### src/rtl/lcd_pkg.sv
// rtl/lcd_pkg.sv - glyph codes and selector FSM states shared with the LCD block
package lcd_pkg;

    localparam logic [1:0] MOOD_SAD     = 2'b00;
    localparam logic [1:0] MOOD_HAPPY   = 2'b01;
    localparam logic [1:0] MOOD_NEUTRAL = 2'b10;

    localparam logic [1:0] STAT_HEALTH = 2'b00;
    localparam logic [1:0] STAT_ENERGY = 2'b01;
    localparam logic [1:0] STAT_FOOD   = 2'b10;
    localparam logic [1:0] STAT_FUN    = 2'b11;

    localparam logic [1:0] BOOT = 2'b00;
    localparam logic [1:0] RUN  = 2'b01;

    function automatic logic [1:0] stat_code(input logic [1:0] idx);
        case (idx)
            2'd0:    return STAT_HEALTH;
            2'd1:    return STAT_ENERGY;
            2'd2:    return STAT_FOOD;
            default: return STAT_FUN;
        endcase
    endfunction

endpackage

### src/rtl/tick_prescaler.sv
// rtl/tick_prescaler.sv - free-running divider producing a one-cycle tick
module tick_prescaler #(
    parameter int TICK_MAX = 50000000
) (
    input  logic clk,
    input  logic reset,
    output logic tick_o
);
    localparam int CW = (TICK_MAX > 1) ? $clog2(TICK_MAX) : 1;
    localparam logic [CW-1:0] LAST = CW'(TICK_MAX - 1);

    logic [CW-1:0] cnt_q, cnt_d;

    assign tick_o = (cnt_q == LAST);

    always_comb begin
        cnt_d = tick_o ? '0 : cnt_q + CW'(1);
    end

    always_ff @(posedge clk or posedge reset) begin
        if (reset) begin
            cnt_q <= '0;
        end else begin
            cnt_q <= cnt_d;
        end
    end

endmodule

### src/rtl/lcd_figure_selector.sv
// rtl/lcd_figure_selector.sv - maps pet stat levels to the LCD mood/icon select code
module lcd_figure_selector
    import lcd_pkg::*;
#(
    parameter int STAT_W        = 4,
    parameter int STAT_MAX      = 10,
    parameter int LOW_THR       = 3,
    parameter int HIGH_THR      = 7,
    parameter int TICK_MAX      = 50000000,
    parameter int ROTATE_TICKS  = 3,
    parameter int POWERUP_TICKS = 2
) (
    input  logic              clk,
    input  logic              reset,
    input  logic [STAT_W-1:0] health_i,
    input  logic [STAT_W-1:0] energy_i,
    input  logic [STAT_W-1:0] food_i,
    input  logic [STAT_W-1:0] fun_i,
    input  logic              hold_i,
    output logic [3:0]        select_figures,
    output logic              ready_o,
    output logic              alert_o,
    output logic              tick_o
);
    localparam logic [STAT_W-1:0] MAX_V  = STAT_W'(STAT_MAX);
    localparam logic [STAT_W-1:0] LOW_V  = STAT_W'(LOW_THR);
    localparam logic [STAT_W-1:0] HIGH_V = STAT_W'(HIGH_THR);
    localparam int RW = (ROTATE_TICKS > 1) ? $clog2(ROTATE_TICKS) : 1;
    localparam int BW = (POWERUP_TICKS > 1) ? $clog2(POWERUP_TICKS) : 1;
    localparam logic [RW-1:0] ROT_LAST  = RW'(ROTATE_TICKS - 1);
    localparam logic [BW-1:0] BOOT_LAST = BW'(POWERUP_TICKS - 1);
    localparam logic [3:0] SEL_RESET = {MOOD_NEUTRAL, STAT_HEALTH};

    logic              tick;
    logic [STAT_W-1:0] s [4];
    logic              crit, all_high;
    logic [1:0]        mood, lowest;

    logic [1:0]    state_q, state_d;
    logic [BW-1:0] boot_q, boot_d;
    logic [RW-1:0] rot_q, rot_d;
    logic [1:0]    idx_q, idx_d;
    logic [3:0]    sel_q, sel_d;
    logic          ready_q, ready_d;
    logic          alert_q, alert_d;

    tick_prescaler #(.TICK_MAX(TICK_MAX)) u_tick (
        .clk    (clk),
        .reset  (reset),
        .tick_o (tick)
    );

    assign tick_o         = tick;
    assign select_figures = sel_q;
    assign ready_o        = ready_q;
    assign alert_o        = alert_q;

    // Ties on the minimum keep the lower index because only a strictly smaller value replaces it.
    always_comb begin : stat_eval
        s[0] = (health_i > MAX_V) ? MAX_V : health_i;
        s[1] = (energy_i > MAX_V) ? MAX_V : energy_i;
        s[2] = (food_i   > MAX_V) ? MAX_V : food_i;
        s[3] = (fun_i    > MAX_V) ? MAX_V : fun_i;
        crit     = 1'b0;
        all_high = 1'b1;
        lowest   = 2'd0;
        for (int i = 0; i < 4; i++) begin
            if (s[i] <= LOW_V) crit = 1'b1;
            if (s[i] < HIGH_V) all_high = 1'b0;
            if (s[i] < s[lowest]) lowest = 2'(i);
        end
        if (crit)          mood = MOOD_SAD;
        else if (all_high) mood = MOOD_HAPPY;
        else               mood = MOOD_NEUTRAL;
    end

    always_comb begin : next_state
        state_d = state_q;
        boot_d  = boot_q;
        rot_d   = rot_q;
        idx_d   = idx_q;
        sel_d   = sel_q;
        ready_d = ready_q;
        alert_d = alert_q;
        if (tick) begin
            case (state_q)
                BOOT: begin
                    if (boot_q == BOOT_LAST) begin
                        ready_d = 1'b1;
                        state_d = RUN;
                    end else begin
                        boot_d = boot_q + BW'(1);
                    end
                end
                RUN: begin
                    if (crit) begin
                        idx_d = lowest;
                        rot_d = '0;
                    end else if (!hold_i) begin
                        if (rot_q == ROT_LAST) begin
                            idx_d = idx_q + 2'd1;
                            rot_d = '0;
                        end else begin
                            rot_d = rot_q + RW'(1);
                        end
                    end
                    sel_d   = {mood, stat_code(idx_d)};
                    alert_d = crit;
                end
                default: begin
                    state_d = BOOT;
                    boot_d  = '0;
                end
            endcase
        end
    end

    always_ff @(posedge clk or posedge reset) begin
        if (reset) begin
            state_q <= BOOT;
            boot_q  <= '0;
            rot_q   <= '0;
            idx_q   <= 2'd0;
            sel_q   <= SEL_RESET;
            ready_q <= 1'b0;
            alert_q <= 1'b0;
        end else begin
            state_q <= state_d;
            boot_q  <= boot_d;
            rot_q   <= rot_d;
            idx_q   <= idx_d;
            sel_q   <= sel_d;
            ready_q <= ready_d;
            alert_q <= alert_d;
        end
    end

endmodule

### config.mk
export PLATFORM = sky130hd
export DESIGN_NAME = lcd_figure_selector
export DESIGN_NICKNAME = d
export VERILOG_FILES = /design/src/rtl/lcd_pkg.sv /design/src/rtl/tick_prescaler.sv /design/src/rtl/lcd_figure_selector.sv
export SDC_FILE = /design/constraint.sdc
export NUM_CORES = 1
export LEC_CHECK = 0
export ABC_AREA = 1
export BUFFER_PORTS_ARGS = -buffer_cell sky130_fd_sc_hd__clkbuf_2
export CAP_MARGIN = 30
export CORE_MARGIN = 1
export CORE_UTILIZATION = 50
export CTS_BUF_LIST = sky130_fd_sc_hd__clkbuf_16
export CTS_CLUSTER_SIZE = 24
export DETAILED_ROUTE_END_ITERATION = 12
export PLACE_DENSITY_LB_ADDON = 0.05
export SLEW_MARGIN = 20
export SYNTH_ARGS = -nofsm -noshare
export SYNTH_HDL_FRONTEND = slang
export SYNTH_SLANG_ARGS = --single-unit
### constraint.sdc
create_clock -name clk -period 2.45 [get_ports clk]
set_input_delay 0.735 -clock clk [delete_from_list [all_inputs] [get_ports clk]]
set_output_delay 0.735 -clock clk [all_outputs]
set_load 0.05 [all_outputs]
; Word level (Yosys, flattened, before mapping)
; Cells that the tools add are included.
[classes]
addsub = 4
eq_ne = 7
n_lt_le_gt_ge = 17
bitwise = 3
muxes = 37
reduce_logical = 7
[ops]
columns = cell, n
row1 = $mux 4, 8
row2 = $add 26x1->26 const B, 1
row3 = $eq 26x26->1 const B, 1
row4 = $mux 2, 13
row5 = $mux 26, 1
row6 = $bmux 4 s2, 2
row7 = $gt 4x4->1 const B, 4
row8 = $le 4x2->1 const B, 4
row9 = $lt 4x3->1 const B, 4
row10 = $lt 4x4->1, 3
row11 = $mux 1, 10
row12 = $reduce_and 3->1, 3
row13 = $ge 3x3->1 const B, 2
row14 = $not 2->3, 2
row15 = $pmux 2 s3, 1
row16 = $add 2x1->2 const B, 2
row17 = $eq 2x1->1 const B, 2
row18 = $eq 2x2->1 const B, 2
row19 = $logic_not 2->1, 2
row20 = $pmux 2 s2, 1
row21 = $reduce_and 2->1, 2
row22 = $ne 2x1->1 const B, 1
row23 = $ne 2x2->1 const B, 1
row24 = $pmux 1 s2, 1
row25 = 2 further kinds, 2
[totals]
word_cells = 83
ff_bits = 39
inputBits = 19
out_inout_bits = 7

; Longest topological paths before layout
[depth]
ltp_word = 21
ltp_mapped = 27
depth_no_buf = 27

; Cells and area by module
; Synthesis repeated with hierarchy kept, for this count alone.
[hier_totals]
cells_unflattened = 376
area_unflattened_um2 = 2645.0
[by_module_without_submodules]
columns = module, area_each_um2, instances, cells_each
row1 = tick_prescaler, 1584.0, 1, 215
row2 = lcd_figure_selector, 1061.0, 1, 161

; Worst setup path after synthesis
; No wires, ideal clock.
[synth_timing]
path_type = input port to flip-flop
from = input port energy_i[3]
to = register sel_q[1], in the netlist select_figures[1]
slack_ns = -0.722
arrival_time_ns = 3.106
path_stages = 19
required_ns = 2.384
cell_sequence = clkbuf_1 -> ha_1 -> a31o_2 -> inv_1 -> nand2_2 -> o21ai_0 -> ha_1 -> nand2_1 -> nand2_1 -> nand2_1 -> nand2_2 -> o21ai_0 -> inv_1 -> ha_1 -> a21oi_1 -> nand2_1 -> nand2_1 -> nand2_1 -> nand2_1
[synth_between]
elab_chain_cells = 21
elab_cells_between_ends = 27
cone_classes = order compare (5) / eq/ne (2) / mux (17) / bitwise (2) / reduce/logical (1)
[synth_lines]
columns = item, line_no
row1 = "start, declared", lcd_figure_selector.sv:16  ; input logic [STAT_W-1:0] energy_i,
row2 = $gt 4x4->1, lcd_figure_selector.sv:61  ; s[1] = (energy_i > MAX_V) ? MAX_V : energy_i;
row3 = $mux 4 *, lcd_figure_selector.sv:61
row4 = $lt 4x4->1, lcd_figure_selector.sv:70  ; if (s[i] < s[lowest]) lowest = 2'(i);
row5 = $mux 1, lcd_figure_selector.sv:70
row6 = $not 2->3 (implied by the code), lcd_figure_selector.sv:70
row7 = $bmux 4 s2, lcd_figure_selector.sv:70
row8 = $mux 4 (implied by the code) (2 in a row), lcd_figure_selector.sv:70
row9 = $lt 4x4->1, lcd_figure_selector.sv:70
row10 = [3 not listed], --
row11 = $mux 4 (implied by the code) (2 in a row), lcd_figure_selector.sv:70
row12 = $lt 4x4->1, lcd_figure_selector.sv:70
row13 = $mux 2, lcd_figure_selector.sv:70
row14 = $mux 2 *, lcd_figure_selector.sv:96  ; if (crit) begin
row15 = $mux 2 *, lcd_figure_selector.sv:86  ; case (state_q)
row16 = $mux 2 *, lcd_figure_selector.sv:85  ; if (tick) begin
row17 = $eq 2x2->1 (tied with other cells), lcd_pkg.sv:17  ; case (idx)
row18 = $pmux 2 s3 *, lcd_pkg.sv:17
row19 = "end signal, assigned", lcd_figure_selector.sv:132  ; sel_q <= sel_d;
row20 = "end, declared", lcd_figure_selector.sv:43  ; logic [3:0] sel_q, sel_d;
; Mark *: on every way between the ends. The rest lies on a longest branch, timed or not. The select of a mux whose other input is x is not followed.
; A chain may end at the register's enable or synchronous reset.

; Worst setup path after layout
[layout_timing]
from = input port energy_i[0]
to = register idx_q[1]
[layout_between]
elab_chain_cells = 19
elab_cells_between_ends = 23
cone_classes = order compare (5) / mux (16) / bitwise (2)
[layout_lines]
columns = item, line_no
row1 = $gt 4x4->1, lcd_figure_selector.sv:61
row2 = $mux 4 *, lcd_figure_selector.sv:61
row3 = $lt 4x4->1, lcd_figure_selector.sv:70
row4 = $mux 1, lcd_figure_selector.sv:70
row5 = $not 2->3 (implied by the code), lcd_figure_selector.sv:70
row6 = $bmux 4 s2, lcd_figure_selector.sv:70
row7 = $mux 4 (implied by the code) (2 in a row), lcd_figure_selector.sv:70
row8 = $lt 4x4->1, lcd_figure_selector.sv:70
row9 = $mux 2, lcd_figure_selector.sv:70
row10 = $not 2->3 (implied by the code), lcd_figure_selector.sv:70
row11 = $bmux 4 s2, lcd_figure_selector.sv:70
row12 = $mux 4 (implied by the code) (2 in a row), lcd_figure_selector.sv:70
row13 = $lt 4x4->1, lcd_figure_selector.sv:70
row14 = $mux 2, lcd_figure_selector.sv:70
row15 = $mux 2 *, lcd_figure_selector.sv:96
row16 = $mux 2 *, lcd_figure_selector.sv:86
row17 = $mux 2 *, lcd_figure_selector.sv:85
row18 = "end signal, assigned", lcd_figure_selector.sv:131  ; idx_q <= idx_d;
row19 = "end, declared", lcd_figure_selector.sv:42  ; logic [1:0] idx_q, idx_d;
; Marks and branches as above.

==> results.yml <==
outcome:
  outcome: "complete, but fails checks"
  violations: "negative setup slack"
synth:
  yosysTopAreaCellShare_pct: 37.68
  synth_ff_type: "dfrtp_1"
  ys_types: 38
  synth.avg_cell_area_um2: 7.519
  synthArstFlopShare_pct: 100.0
  synth_area_leader_cell: "dfrtp_1"
  syn-num-nets: 347
  syn_area_um2: 2391
  yosys_warnings: 0
  yosysSeqAreaShare_pct: 38.78
  synth_edf_count: 0
  yosys-top-cells-area: "dfrtp_1 (38%), nand2_1 (9.9%), inv_1 (8.2%)"
  syn_inst: 318
  ys_seq_elements: 37
floorplan:
  core_area_um2: 4474
  io_pins: 26
  die_area_um2: 5062
  chipHeight_um: 71.15
  num_rows: 24
  fp.dieW_um: 71.15
  initial_utilization_pct: 53.44
cells_and_area:
  area_delta_synth_final_pct: 34.38
  layout.nets: 410
  antenna_cells: 0
  layout_common_cells: "inv_1 (49), nand2_1 (46), buf_4 (38)"
  drive_gt1_share_pct: 32.98
  fin_cells: 434
  utilization_pct: 71.81
  fin_area_um2: 3213
  final_common_cell: "inv_1"
grt:
  use_met3_pct: 3.846
  grt_pass1_vias: 2137
  gr-usage-met2_pct: 43.60
  antenna_found_initial: 0
  grt_start_max_net_pins: 38
  grt_first_pass_wirelength_um: 9252
  grt_usage_pct: 23.43
  grt_overflow: 0
  gr-usage-met1_pct: 27.84
  grt_busiest_layer: "met2"
clock_tree:
  clk-insertion-delay-late_ps: 280
  htree_levels: 2
  ctsHoldBuffers: 0
  cts_inserted_buffers: 5
  cts_root_buf: "clkbuf_16"
  clk_pin_slew_ps: 60
  cts_sinks: 37
  cts_buffer_depth: 2
  cts_tree: "done"
detailed_routing:
  wl_per_cell_um: 12.58
  drt-pass1-iter-count: 4
  vias: 2257
  drc: 0
  postRouteWirelength_um: 5461
  post_drt_via_cell_ratio: 5.200
  drtAntennaViolNets: 0
  drt_iter0_drc: 109
hold_path:
  hold_class: "flop to flop"
power:
  irDropWorstVdd_uv: 418.2
  power.density_nw_per_um2: 536.9
  leakage_nw: 1.629
critical_path:
  cpMaxStageDelayCell: "ha_4"
  crit_fanout: 7
  crit_top_cell: "nand2_2"
  arrival_ps: 3140
  cp_top_family: "simple AND/OR/NAND/NOR gates"
  startpoint_type: "primary input"
  critical_path_buf_inv_count: 3
  path_class: "primary input to flop"
  critPathRequiredTime_ps: 2630
  worstSetupEndpointType: "flop"
  crit_path_max_incr_delay_ps: 280
placement:
  place_congestion: 0.7950
  dp_hpwl_um: 4077
  port_buffers: 25
  dp_cells: 420
  place_area_um2: 2867
timing:
  fin_ws_ps: -515.6
  max_freq_ghz: 0.3372
  holdWs_ps: 457.8
  setup_total_negative_slack_ps: -1480
  setup_viol: 3
  tightest_slew_ps: 469.7
  final.min_clock_period_ps: 2966
  fin_skew_ps: 7.641
  slew_headroom_pct: 68.69
  hold_viol_final: 0
  post-route-period-util_pct: 121.0
  finalMaxSlewViolations: 0
  rsz0062_at_grt: "yes"
run:
  drv_cap: 0
==> sequential cells by signal, indices dropped and copies added (netlist names) <==
name	flops
idx_q	2
alert_o	1
boot_q	1
select_figures	3
ready_o	1
rot_q	2
u_tick.cnt_q	26
state_q	1
==> logic make-up after synthesis <==
group / count (synthesis) / synth area share, %
xor+xnor: 8 / 2.931
buf+inv: 62 / 9.943
fa+ha+maj: 10 / 5.233
compound gates: 57 / 13.19
flops: 37 / 38.78
mux: 1 / 0.4709
simple gates: 143 / 29.46
==> worst paths after layout <==
path                       depth (start not counted)        startpoint  slack [ps]               end
max in group asynchronous                          3             reset        1550  u_tick.cnt_q[13]
min in group asynchronous                          3             reset         520          rot_q[0]
setup reg to reg                                  13   u_tick.cnt_q[4]         260  u_tick.cnt_q[25]
hold / removal                                     1  u_tick.cnt_q[22]         460  u_tick.cnt_q[22]
setup / recovery                                  27       energy_i[0]        -520          idx_q[1]
hold reg to reg                                    1  u_tick.cnt_q[22]         460  u_tick.cnt_q[22]
==> Yosys cell counts (2+ instances only) <==
master     n
nor4_1     4
a31o_2     2
nand2_1   63
nand4_1    9
inv_1     52
nand2_2    4
xnor2_1    2
inv_2      2
o21a_1     2
nand3_1   16
nor3_1     8
a31oi_1    2
nand4_2    2
dfrtp_1   36
a21oi_1   24
o21ai_0   21
nor2_4     2
nor2_1    26
nor3_2     3
xor2_1     6
clkbuf_1   6
ha_1      10
==> power by group <==
part | total [mW] | internal [mW] | switching (mW)
clock network | 0.830 | 0.581 | 0.249
registers | 0.612 | 0.612 | 0.000344
logic | 0.283 | 0.133 | 0.149
total | 1.73 | 1.33 | 0.399
==> cell type report <==
class	count	area, um2
Clock inverter	3	65.06
Fill cell	359	1261
Tap cell	52	65.06
Sequential cell	37	928.4
Clock buffer	5	125.1
Multi-Input combinational cell	219	1365
Timing Repair Buffer	63	454.2
Inverter	55	210.2
==> routing by layer <==
metal,vias up,part of all wire [%]
met4,0,0.99
met1,1055,44
met2,27,53
met3,7,2.2
li1,1168,-
met5,-,0
==> per-stage QoR <==
step                      setup slack (ps)  power, mW
final                               -515.6      1.725
after global routing                -690.8      1.785
after CTS                           -526.5      1.714
after detailed placement            -902.8     0.8621
after global placement              -831.3     0.8597
after floorplan                     -601.8     0.7697
==> repair_timing <==
item                                    in CTS  in global routing
endpoints found under the setup margin       3                  4
resized for setup                           14                 15
pin swaps                                   15                 11
setup buffers                                5                  1
No activity file was read; power rests on OpenSTA's default activity.
